===== src/rtl/cursor_pkt_uart_tx.sv =====
// Buffered cursor-report UART transmitter: queues button/axis reports in a FIFO,
// frames each as header/[seq]/buttons/axes/checksum and sends 8N1 or 8N2, LSB first.
module cursor_pkt_uart_tx #(
  parameter int unsigned CLKS_PER_BIT = 217,
  parameter int unsigned N_AXES       = 2,
  parameter int unsigned FIFO_DEPTH   = 4,
  parameter logic [7:0]  HEADER       = 8'hAA,
  parameter int unsigned CSUM_MODE    = 0,
  parameter int unsigned SEQ_EN       = 1,
  parameter int unsigned STOP_BITS    = 1
) (
  input  logic                        clk,
  input  logic                        rst,
  input  logic                        in_valid,
  output logic                        in_ready,
  input  logic [7:0]                  in_buttons,
  input  logic [8*N_AXES-1:0]         in_delta,
  output logic                        tx,
  output logic                        busy,
  output logic [$clog2(FIFO_DEPTH):0] fifo_level,
  output logic [7:0]                  seq
);
  localparam int unsigned L  = 3 + SEQ_EN + N_AXES;
  localparam int unsigned EW = 8 * (N_AXES + 1);
  localparam int unsigned AW = $clog2(FIFO_DEPTH);
  localparam int unsigned CW = $clog2(CLKS_PER_BIT);
  localparam int unsigned BW = $clog2(L);
  localparam logic [AW:0]   DEPTH     = (AW+1)'(FIFO_DEPTH);
  localparam logic [CW-1:0] BIT_LAST  = CW'(CLKS_PER_BIT - 1);
  localparam logic [BW-1:0] BYTE_LAST = BW'(L - 1);
  localparam logic [2:0]    STOP_LAST = 3'(STOP_BITS - 1);

  typedef enum logic [1:0] {S_IDLE, S_START, S_DATA, S_STOP} state_t;

  state_t          r_state, w_state_nxt;
  logic [EW-1:0]   r_fifo [FIFO_DEPTH];
  logic [AW-1:0]   r_wr_ptr, r_rd_ptr;
  logic [AW:0]     r_count;
  logic [7:0]      r_seq;
  logic [8*L-1:0]  r_pkt;
  logic [CW-1:0]   r_clk_cnt;
  logic [2:0]      r_bit_idx;
  logic [BW-1:0]   r_byte_idx;

  logic            w_push, w_pop, w_bit_end, w_pkt_done;
  logic [7:0]      w_pop_seq, w_csum;
  logic [EW-1:0]   w_entry;
  logic [8*L-1:0]  w_pkt;

  assign in_ready   = (r_count < DEPTH);
  assign w_push     = in_valid && in_ready;
  assign w_bit_end  = (r_clk_cnt == BIT_LAST);
  assign busy       = (r_state != S_IDLE);
  assign fifo_level = r_count;
  assign seq        = r_seq;

  always_comb begin
    w_state_nxt = r_state;
    w_pop       = 1'b0;
    w_pkt_done  = 1'b0;
    case (r_state)
      S_IDLE: begin
        if (r_count != '0) begin
          w_pop       = 1'b1;
          w_state_nxt = S_START;
        end
      end
      S_START: if (w_bit_end) w_state_nxt = S_DATA;
      S_DATA:  if (w_bit_end && r_bit_idx == 3'd7) w_state_nxt = S_STOP;
      S_STOP: begin
        if (w_bit_end && r_bit_idx == STOP_LAST) begin
          if (r_byte_idx == BYTE_LAST) begin
            w_pkt_done = 1'b1;
            if (r_count != '0) begin
              w_pop       = 1'b1;
              w_state_nxt = S_START;
            end else begin
              w_state_nxt = S_IDLE;
            end
          end else begin
            w_state_nxt = S_START;
          end
        end
      end
      default: w_state_nxt = S_IDLE;
    endcase
  end

  // A pop that coincides with packet completion must carry the incremented seq.
  assign w_pop_seq = w_pkt_done ? r_seq + 8'd1 : r_seq;

  // Packet image, byte 0 in the low bits so a right shift yields LSB-first order.
  always_comb begin
    w_entry = r_fifo[r_rd_ptr];
    w_csum  = (SEQ_EN != 0) ? w_pop_seq : 8'h00;
    for (int unsigned i = 0; i <= N_AXES; i++)
      w_csum = (CSUM_MODE != 0) ? w_csum + w_entry[8*i +: 8] : w_csum ^ w_entry[8*i +: 8];
    w_pkt                            = '0;
    w_pkt[7:0]                       = HEADER;
    w_pkt[15:8]                      = w_pop_seq;
    w_pkt[8*(1+SEQ_EN) +: 8]         = w_entry[EW-1 -: 8];
    w_pkt[8*(2+SEQ_EN) +: 8*N_AXES]  = w_entry[8*N_AXES-1:0];
    w_pkt[8*L-1 -: 8]                = w_csum;
  end

  always_comb begin
    tx = 1'b1;
    case (r_state)
      S_START: tx = 1'b0;
      S_DATA:  tx = r_pkt[0];
      default: tx = 1'b1;
    endcase
  end

  always_ff @(posedge clk) begin
    if (rst) r_state <= S_IDLE;
    else     r_state <= w_state_nxt;
  end

  always_ff @(posedge clk) begin
    if (w_push) r_fifo[r_wr_ptr] <= {in_buttons, in_delta};
  end

  always_ff @(posedge clk) begin
    if (rst) begin
      r_wr_ptr   <= '0;
      r_rd_ptr   <= '0;
      r_count    <= '0;
      r_seq      <= '0;
      r_pkt      <= '1;
      r_clk_cnt  <= '0;
      r_bit_idx  <= '0;
      r_byte_idx <= '0;
    end else begin
      if (w_push) r_wr_ptr <= r_wr_ptr + AW'(1);
      if (w_pop)  r_rd_ptr <= r_rd_ptr + AW'(1);
      if (w_push && !w_pop)      r_count <= r_count + (AW+1)'(1);
      else if (w_pop && !w_push) r_count <= r_count - (AW+1)'(1);
      if (w_pkt_done) r_seq <= r_seq + 8'd1;
      if (r_state == S_IDLE || w_bit_end) r_clk_cnt <= '0;
      else                                r_clk_cnt <= r_clk_cnt + CW'(1);
      if (w_pop) begin
        r_pkt      <= w_pkt;
        r_byte_idx <= '0;
      end
      // r_bit_idx counts data bits in DATA (wrapping 7->0) and stop bits in STOP.
      if (w_bit_end && r_state == S_DATA) begin
        r_pkt     <= r_pkt >> 1;
        r_bit_idx <= r_bit_idx + 3'd1;
      end
      if (w_bit_end && r_state == S_STOP) begin
        if (r_bit_idx == STOP_LAST) begin
          r_bit_idx <= '0;
          if (r_byte_idx != BYTE_LAST) r_byte_idx <= r_byte_idx + BW'(1);
        end else begin
          r_bit_idx <= r_bit_idx + 3'd1;
        end
      end
    end
  end

endmodule


===== config.mk =====
export PLATFORM = sky130hd
export DESIGN_NAME = cursor_pkt_uart_tx
export DESIGN_NICKNAME = d
export VERILOG_FILES = /design/src/rtl/cursor_pkt_uart_tx.sv
export SDC_FILE = /design/constraint.sdc
export NUM_CORES = 1
export LEC_CHECK = 0
export ABC_AREA = 1
export CORE_MARGIN = 4
export CORE_UTILIZATION = 54
export DETAILED_ROUTE_END_ITERATION = 10
export PLACE_DENSITY = 0.76
export SLEW_MARGIN = 15
export SYNTH_ARGS = -nofsm -noshare
export SYNTH_HDL_FRONTEND = slang
export SYNTH_SLANG_ARGS = --single-unit

===== constraint.sdc =====
create_clock -name clk -period 2.1 [get_ports clk]
set_input_delay 0.42 -clock clk [delete_from_list [all_inputs] [get_ports clk]]
set_output_delay 0.42 -clock clk [all_outputs]
set_load 0.03 [all_outputs]

==> results.md, run 1 <==
* H-tree levels at 4
* CP max-delay cell: fa_2
* Die Wd at 131.0 um
* Max Clk Rate at about 490 MHz
* Cell Chain, Critical Path: inv_2 > ha_4 > nand2_4 > clkinv_2 > nand2_4 > nor2_4 > nand4_4 > nand2_4 > nand2_4 > ha_4 > inv_4 > fa_2 > o21ai_2 > a21oi_1
* Primary FF master, synth: edfxtp_1
* Core box area at around 15000 sq um
* Outcome: finished clean
* CTS tree: built
* Worst reg2reg startpoint: r_clk_cnt[0]
* Initial Util at 55.58%
* Fin util at 65.07%
* R2R depth at 14
* Max_cap viols at 0
* Diode count at 0
* CTS buffer count at 17
* Power per cell area at 1299 nW/um^2
* Via Count at 6372
* Worst path max stage delay at about 420 ps
* # DRC at 0
* Most frequent cells in the layout: 355 x nand2_1, 114 x nand3_1, 96 x edfxtp_1, 88 x inv_1, 80 x dfxtp_1
* Most common cell after layout, fill and taps aside: nand2_1
* Fin Clk Skew at 9.234 ps
* Actual slew at the worst max-slew pin at ~630 ps
* Worst hold slack at roughly 440 ps
* Setup crit start kind: flop
* Hold-fix buffers at CTS at 0
* CTS sink cnt at between 150 and 200
* Pre-antenna DRT Iters at 5
* Number of global-route vias before repair at approximately 6000
* Critical Path Fanout Max at 4
* Proportion of layout cells with a drive suffix above 1 at 9.073%
* Cells after Synth at 974
* Kind of end point of the critical path: flop
* Grt ovf at 0
* Row count at 44
* Hold Path End: r_clk_cnt[0]
* Synth warn at 0
* Initial antenna violation count at 0
* Final Max Tran Viols at 0
* Routed wire length at ~17 mm
* Overall Power at around 12000 uW
* Post-CTS Setup Inserts at 0
* Total track usage at 20.97%
* HP Start: r_clk_cnt[0]
* Critical path buffers and inverters at 3
* Peak VDD IR at 0.001186 V
* Static Leak at 0.004156 uW
* Hold Crit Class: flop to flop
* Post-Synthesis Cell Area at 8169 sq um
* Slew headroom at between 50% and 60%
* Kind of critical path: flop to flop
* Routed Antenna Nets at 0
* IO Count at 41
* Unrepaired setup endpoints after global routing: true
* Clock slew at reported path FFs at around 70 ps
* Distinct cell type count after synthesis at 33
* Post-Syn Nets at about 1000
* Final-report hold violation count at 0
* 1st-iter DRT viols at between 500 and 600
* Syn avg cell area at between 8 and 9 sq um
* Hold Path Depth at 1
* Delay-heaviest family, CP: adder cells
* Dpl hpwl at about 11 mm
* Reg2reg end: fifo_level[1]
* WL per Instance at about 14 um
* Max clock buf depth at 2
* Chip height at 131.0 um
* Register area share after synthesis at a little under three fifths
* I/O Buffers at 40
* CP most frequent cell: nand2_4
* Global-route wire length before repair at 28.01 mm
* Via density at between 5 and 6
* Die area at 17160 sq um
* Post-synth EDFFs at 96
* Setup TNS at 0 ps
* R2R setup slack at about 53 ps
* Clock period minus worst slack at between 2000 and 2500 ps
* GP Congestion at 0.8213
* Layout area overhead at 17.09%
* Root Driver: clkbuf_16
* Nets at approximately 1100
* Critical Path AT at about 2400 ps
* Pin count of the biggest net entering global routing at 39
* Worst Path Required at 2420 ps
* Post-synth ARST share at 0%
* #FFs+latches synth at between 150 and 200
* Tcrit/Tclk final at between 90% and 100%
* Endpoints failing setup at 0
* Clock Latency Late Sink at between 400 and 500 ps
## flip-flops by register name (all words and copies together), names as in the netlist, named ones only
register and cells:
seq 8, r_clk_cnt 8, fifo_level 3, r_byte_idx 3, r_fifo 96, r_pkt 48
r_state 2, r_bit_idx 3, r_rd_ptr 2, r_wr_ptr 2
## worst max path at each step
stage             startpoint       endpoint  slack [ps]  cells past startpoint
2_1_floorplan  fifo_level[2]   r_fifo[0][0]        -280                      3
3_3_place_gp        in_valid  fifo_level[2]         100                     11
3_5_place_dp        in_valid  fifo_level[2]          60                     11
4_1_cts           r_state[0]             tx          30                      4
5_1_grt         r_clk_cnt[0]  fifo_level[2]        -110                     17
6_report        r_clk_cnt[0]  fifo_level[1]          50                     14
## cell families (layout without fill, tap and decap cells)
logic type	Yosys count	after routing	synth area share (%)
simple gates	549	549	28.55
compound gates	84	84	5.361
xor+xnor	8	8	0.8577
fa+ha+maj	19	19	3.002
flops	177	177	55.14
buf+inv	137	199	7.091
## routing by layer
metal  vias up  track usage [%]  share of wire, %  wire length (um)
met1      2944            26.79                44              7392
met5         -                0                 0                 0
met3        28            4.675               4.3               732
met2       152            35.81                50              8460
met4         0            6.171               1.6               278
li1       3248                -                 -                 -
## final cells by class
type	instances	area, sq um
Tap cell	184	230.2
Multi-Input combinational cell	660	3147
Clock buffer	17	425.4
Fill cell	1177	5134
Sequential cell	177	4506
Inverter	99	377.9
Clock inverter	15	187.7
Timing Repair Buffer	68	691.9
## what timing repair did
item / CTS / global route
pin swaps: 0 / 2
gates cloned: 0 / 0
endpoints found under the setup margin: 2 / 42
hold endpoints to repair: 0 / 0
gates resized for setup: 5 / 13
## power breakdown
group	internal [uW]	leakage, uW	switching (uW)
Combinational	1590	0.00231	3080
Sequential	4230	0.00154	265
Clock	1810	0.000303	1440
Total	7630	0.00416	4790
## Yosys cell counts (all sizes together) (3+ instances only)
master / number / area share (%)
o21ai: 58 / 3.6
nor2: 61 / 3.4
edfxtp: 96 / 35
a21oi: 19 / 1.2
nand2: 360 / 17
dfxtp: 81 / 20
o211ai: 3 / 0.28
nand3: 115 / 7.1
buf: 25 / 1.9
inv: 97 / 4.5
clkbuf: 13 / 0.60
xor2: 6 / 0.64
ha: 18 / 2.8
nand3b: 8 / 0.74
## per-stage QoR
step           instances  setup WS, ps  cell area, sq um
3_3_place_gp        1188         104.9              8935
4_1_cts             1220         33.97              9548
2_1_floorplan        974        -284.7              8210
5_1_grt             1220        -106.6              9565
6_report            1220         52.54              9565
3_5_place_dp        1188         64.37              8935
Note: power is estimated with default switching activity, not from simulation.
==> run 2, diff against run 1 <==
--- a/config.mk
+++ b/config.mk
@@ -7,9 +7,8 @@
 export LEC_CHECK = 0
 export ABC_AREA = 1
 export CORE_MARGIN = 4
-export CORE_UTILIZATION = 54
+export CORE_UTILIZATION = 45
 export DETAILED_ROUTE_END_ITERATION = 10
-export PLACE_DENSITY = 0.76
 export SLEW_MARGIN = 15
 export SYNTH_ARGS = -nofsm -noshare
 export SYNTH_HDL_FRONTEND = slang
==> constraint.sdc (replaced) <==
create_clock -name clk -period 2.1 [get_ports clk]
set_input_delay 0.42 -clock clk [delete_from_list [all_inputs] [get_ports clk]]
set_output_delay 0.42 -clock clk [all_outputs]
set_load 0.02 [all_outputs]
==> results.md, run 2 (synthesis results as in run 1) <==
* Outcome: finished clean (unchanged)
* Dpl hpwl at 11.36 mm (was 11.29 mm)
* Routed Antenna Nets at 0 (unchanged)
* Proportion of layout cells with a drive suffix above 1 at 8.942% (was 9.073%)
* Post-CTS Setup Inserts at 0 (unchanged)
* Clock Power Share at 25.6% (was 26.2%)
* H-tree levels at 4 (unchanged)
* Grt ovf at 0 (unchanged)
* GP Congestion at 0.8058 (was 0.8213)
* Slew headroom at 63.77% (was 57.34%)
* CP most frequent cell: inv_1 (was nand2_4)
* Critical Path Fanout Max at 4 (unchanged)
* Switching power at 4877 uW (was 4791 uW)
* Worst Path Required at 1680 ps (was 2420 ps)
* Reg with most FFs: r_fifo (unchanged)
* Critical path buffers and inverters at 3 (unchanged)
* Hold-fix buffers at CTS at 0 (unchanged)
* CTS sink cnt at 177 (unchanged)
* I/O Buffers at 40 (unchanged)
* Setup crit start kind: flop (unchanged)
* Most common cell after layout, fill and taps aside: nand2_1 (unchanged)
* # DRC at 0 (unchanged)
* Core box area at 17900 sq um (was 14700 sq um)
* CTS tree: built (unchanged)
* Unrepaired setup endpoints after global routing: true (unchanged)
* Max Clk Rate at 486.7 MHz (was 488.4 MHz)
* Final non-filler cell total at 1269 (was 1220)
* Initial antenna violation count at 0 (unchanged)
* Number of global-route vias before repair at 5659 (was 5887)
* 1st-iter DRT viols at 369 (was 505)
* Die Wd at 142.7 um (was 131.0 um)
* Crit path depth at 4 (was 14)
* Pin count of the biggest net entering global routing at 56 (was 39)
* Comb pwr share at 38.3% (was 37.6%)
* Sequential fraction of design power at 36.2% (about the same)
* Internal Power at 7525 uW (was 7630 uW)
* Most frequent cells in the layout: 356 x nand2_1, 114 x nand3_1, 96 x edfxtp_1, 91 x inv_1, 79 x dfxtp_1 (was 355 x nand2_1, 114 x nand3_1, 96 x edfxtp_1, 88 x inv_1, 80 x dfxtp_1)
* Root Driver: clkbuf_16 (unchanged)
* Row count at 49 (was 44)
* Diode count at 0 (unchanged)
* Fin Clk Skew at 10.06 ps (was 9.234 ps)
* Critical Path AT at 1630 ps (was 2370 ps)
* Tcrit/Tclk final at 97.84% (was 97.50%)
* CTS buffer count at 17 (unchanged)
* Die area at 20370 sq um (was 17160 sq um)
* Net Sw Frac at 39.33% (was 38.57%)
* Layout area overhead at 18.15% (was 17.09%)
* Final-report hold violation count at 0 (unchanged)
* Total track usage at 17.86% (was 20.97%)
* Routed wire length at 17.38 mm (was 16.86 mm)
* Post-Place Cells at 1237 (was 1188)
* Cell Chain, Critical Path: inv_1 > ha_1 > inv_1 > dlygate4sd2_1 (was inv_2 > ha_4 > nand2_4 > clkinv_2 > nand2_4 > nor2_4 > nand4_4 > nand2_4 > nand2_4 > ha_4 > inv_4 > fa_2 > o21ai_2 > a21oi_1)
* Pre-antenna DRT Iters at 5 (unchanged)
* Kind of critical path: flop to output pin (was flop to flop)
* CP max-delay cell: dfxtp_1 (was fa_2)
* Final setup margin at 45.37 ps (was 52.54 ps)
* Setup TNS at 0 ps (unchanged)
* Nets at 1073 (was 1069)
* Kind of end point of the critical path: output pin (was flop)
* Endpoints failing setup at 0 (unchanged)
* Final Max Tran Viols at 0 (unchanged)
* Power per cell area at 1285 nW/um^2 (was 1299 nW/um^2)
* Largest register FFs at 96 (unchanged)
* Hold Path Depth at 2 (was 1)
* Fill cells at 1679 (was 1177)
* Clock period minus worst slack at 2055 ps (was 2047 ps)
* Peak VDD IR at 0.0006721 V (was 0.001186 V)
* Global-route wire length before repair at 28.59 mm (was 28.01 mm)
* Max_cap viols at 0 (unchanged)
* Hold Crit Class: flop to flop (unchanged)
* Dpl ws at 2.421 ps (was 64.37 ps)
* Clock Latency Late Sink at 440 ps (was 430 ps)
* Worst path max stage delay at 380 ps (was 420 ps)
* Static Leak at 0.004157 uW (was 0.004156 uW)
* Clock slew at reported path FFs at 70 ps (about the same)
* Chip height at 142.7 um (was 131.0 um)
* R2R depth at 14 (unchanged)
* Actual slew at the worst max-slew pin at 537.8 ps (was 633.2 ps)
* Largest registers: r_fifo x96, r_pkt x48 (unchanged)
* WL per Instance at 13.70 um (was 13.82 um)
* Via density at 4.853 (was 5.223)
* Max clock buf depth at 2 (unchanged)
* Initial Util at 45.63% (was 55.58%)
* Via Count at 6159 (was 6372)
* Delay-heaviest family, CP: buffers and inverters (was adder cells)
* IO Count at 41 (unchanged)
-- run 2: per-layer routing --
layer	vias to the layer above	GRT usage (%)	wire, um
met1	2794	24.36	8301
li1	3251	-	-
met5	-	0	0
met3	22	3.282	564
met4	0	6.153	320
met2	92	28.78	8196
-- run 2: layout make-up --
class                      count  area, sq um  share of cell area, %
tap                          229        286.5                  2.969
clock buffer                  17        425.4                  4.408
timing repair buffer          72        759.5                  7.869
multi-input combinational    660         3123                  32.36
inverter                      99        374.1                  3.876
sequential                   177         4507                  46.69
clock inverter                15        176.4                  1.828
-- run 2: timing repair --
item	in CTS	in global routing
endpoints found under the setup margin	3	44
gates resized for setup	7	9
pin swaps	1	2
-- run 2: path summary, 6_finish.rpt --
check	startpoint	end	slack (ps)
worst min register to register	r_pkt[17]	r_pkt[17]	460
worst max-delay path	r_state[0]	busy	50
worst min-delay path	r_pkt[17]	r_pkt[17]	460
worst max register to register	r_clk_cnt[0]	fifo_level[1]	100
-- run 2: worst reg2reg max path, cell delays in order (launching register included) --
cell	delay, ps
dfxtp_2	320
inv_1	50
ha_2	160
nand2_1	70
clkinv_1	60
nand2_2	50
nor2_4	110
nand4_4	100
nand2_4	90
nand2_4	50
ha_2	170
inv_2	70
fa_2	420
o21ai_1	130
a21oi_1	50
-- run 2: power groups by stage --
stage	Clock, uW	Sequential (uW)	Combinational [uW]
detailed placement	0	4560	4750
global placement	0	4560	4670
global route	3380	4540	5480
finish	3170	4480	4750
floorplan	0	4530	3370
CTS	3240	4490	4770
-- run 2: through the flow --
stage / hold WS [ps] / power (uW) / util, % / instance area [sq um]
after floorplan: 407.0 / 7899 / - / 8182
after global placement: 439.6 / 9229 / 50.44 / 9030
after detailed placement: 444.1 / 9309 / 50.44 / 9030
after CTS: 462.3 / 12490 / 53.82 / 9635
after global routing: 476.9 / 13400 / 53.91 / 9652
final: 460.0 / 12400 / 53.91 / 9652
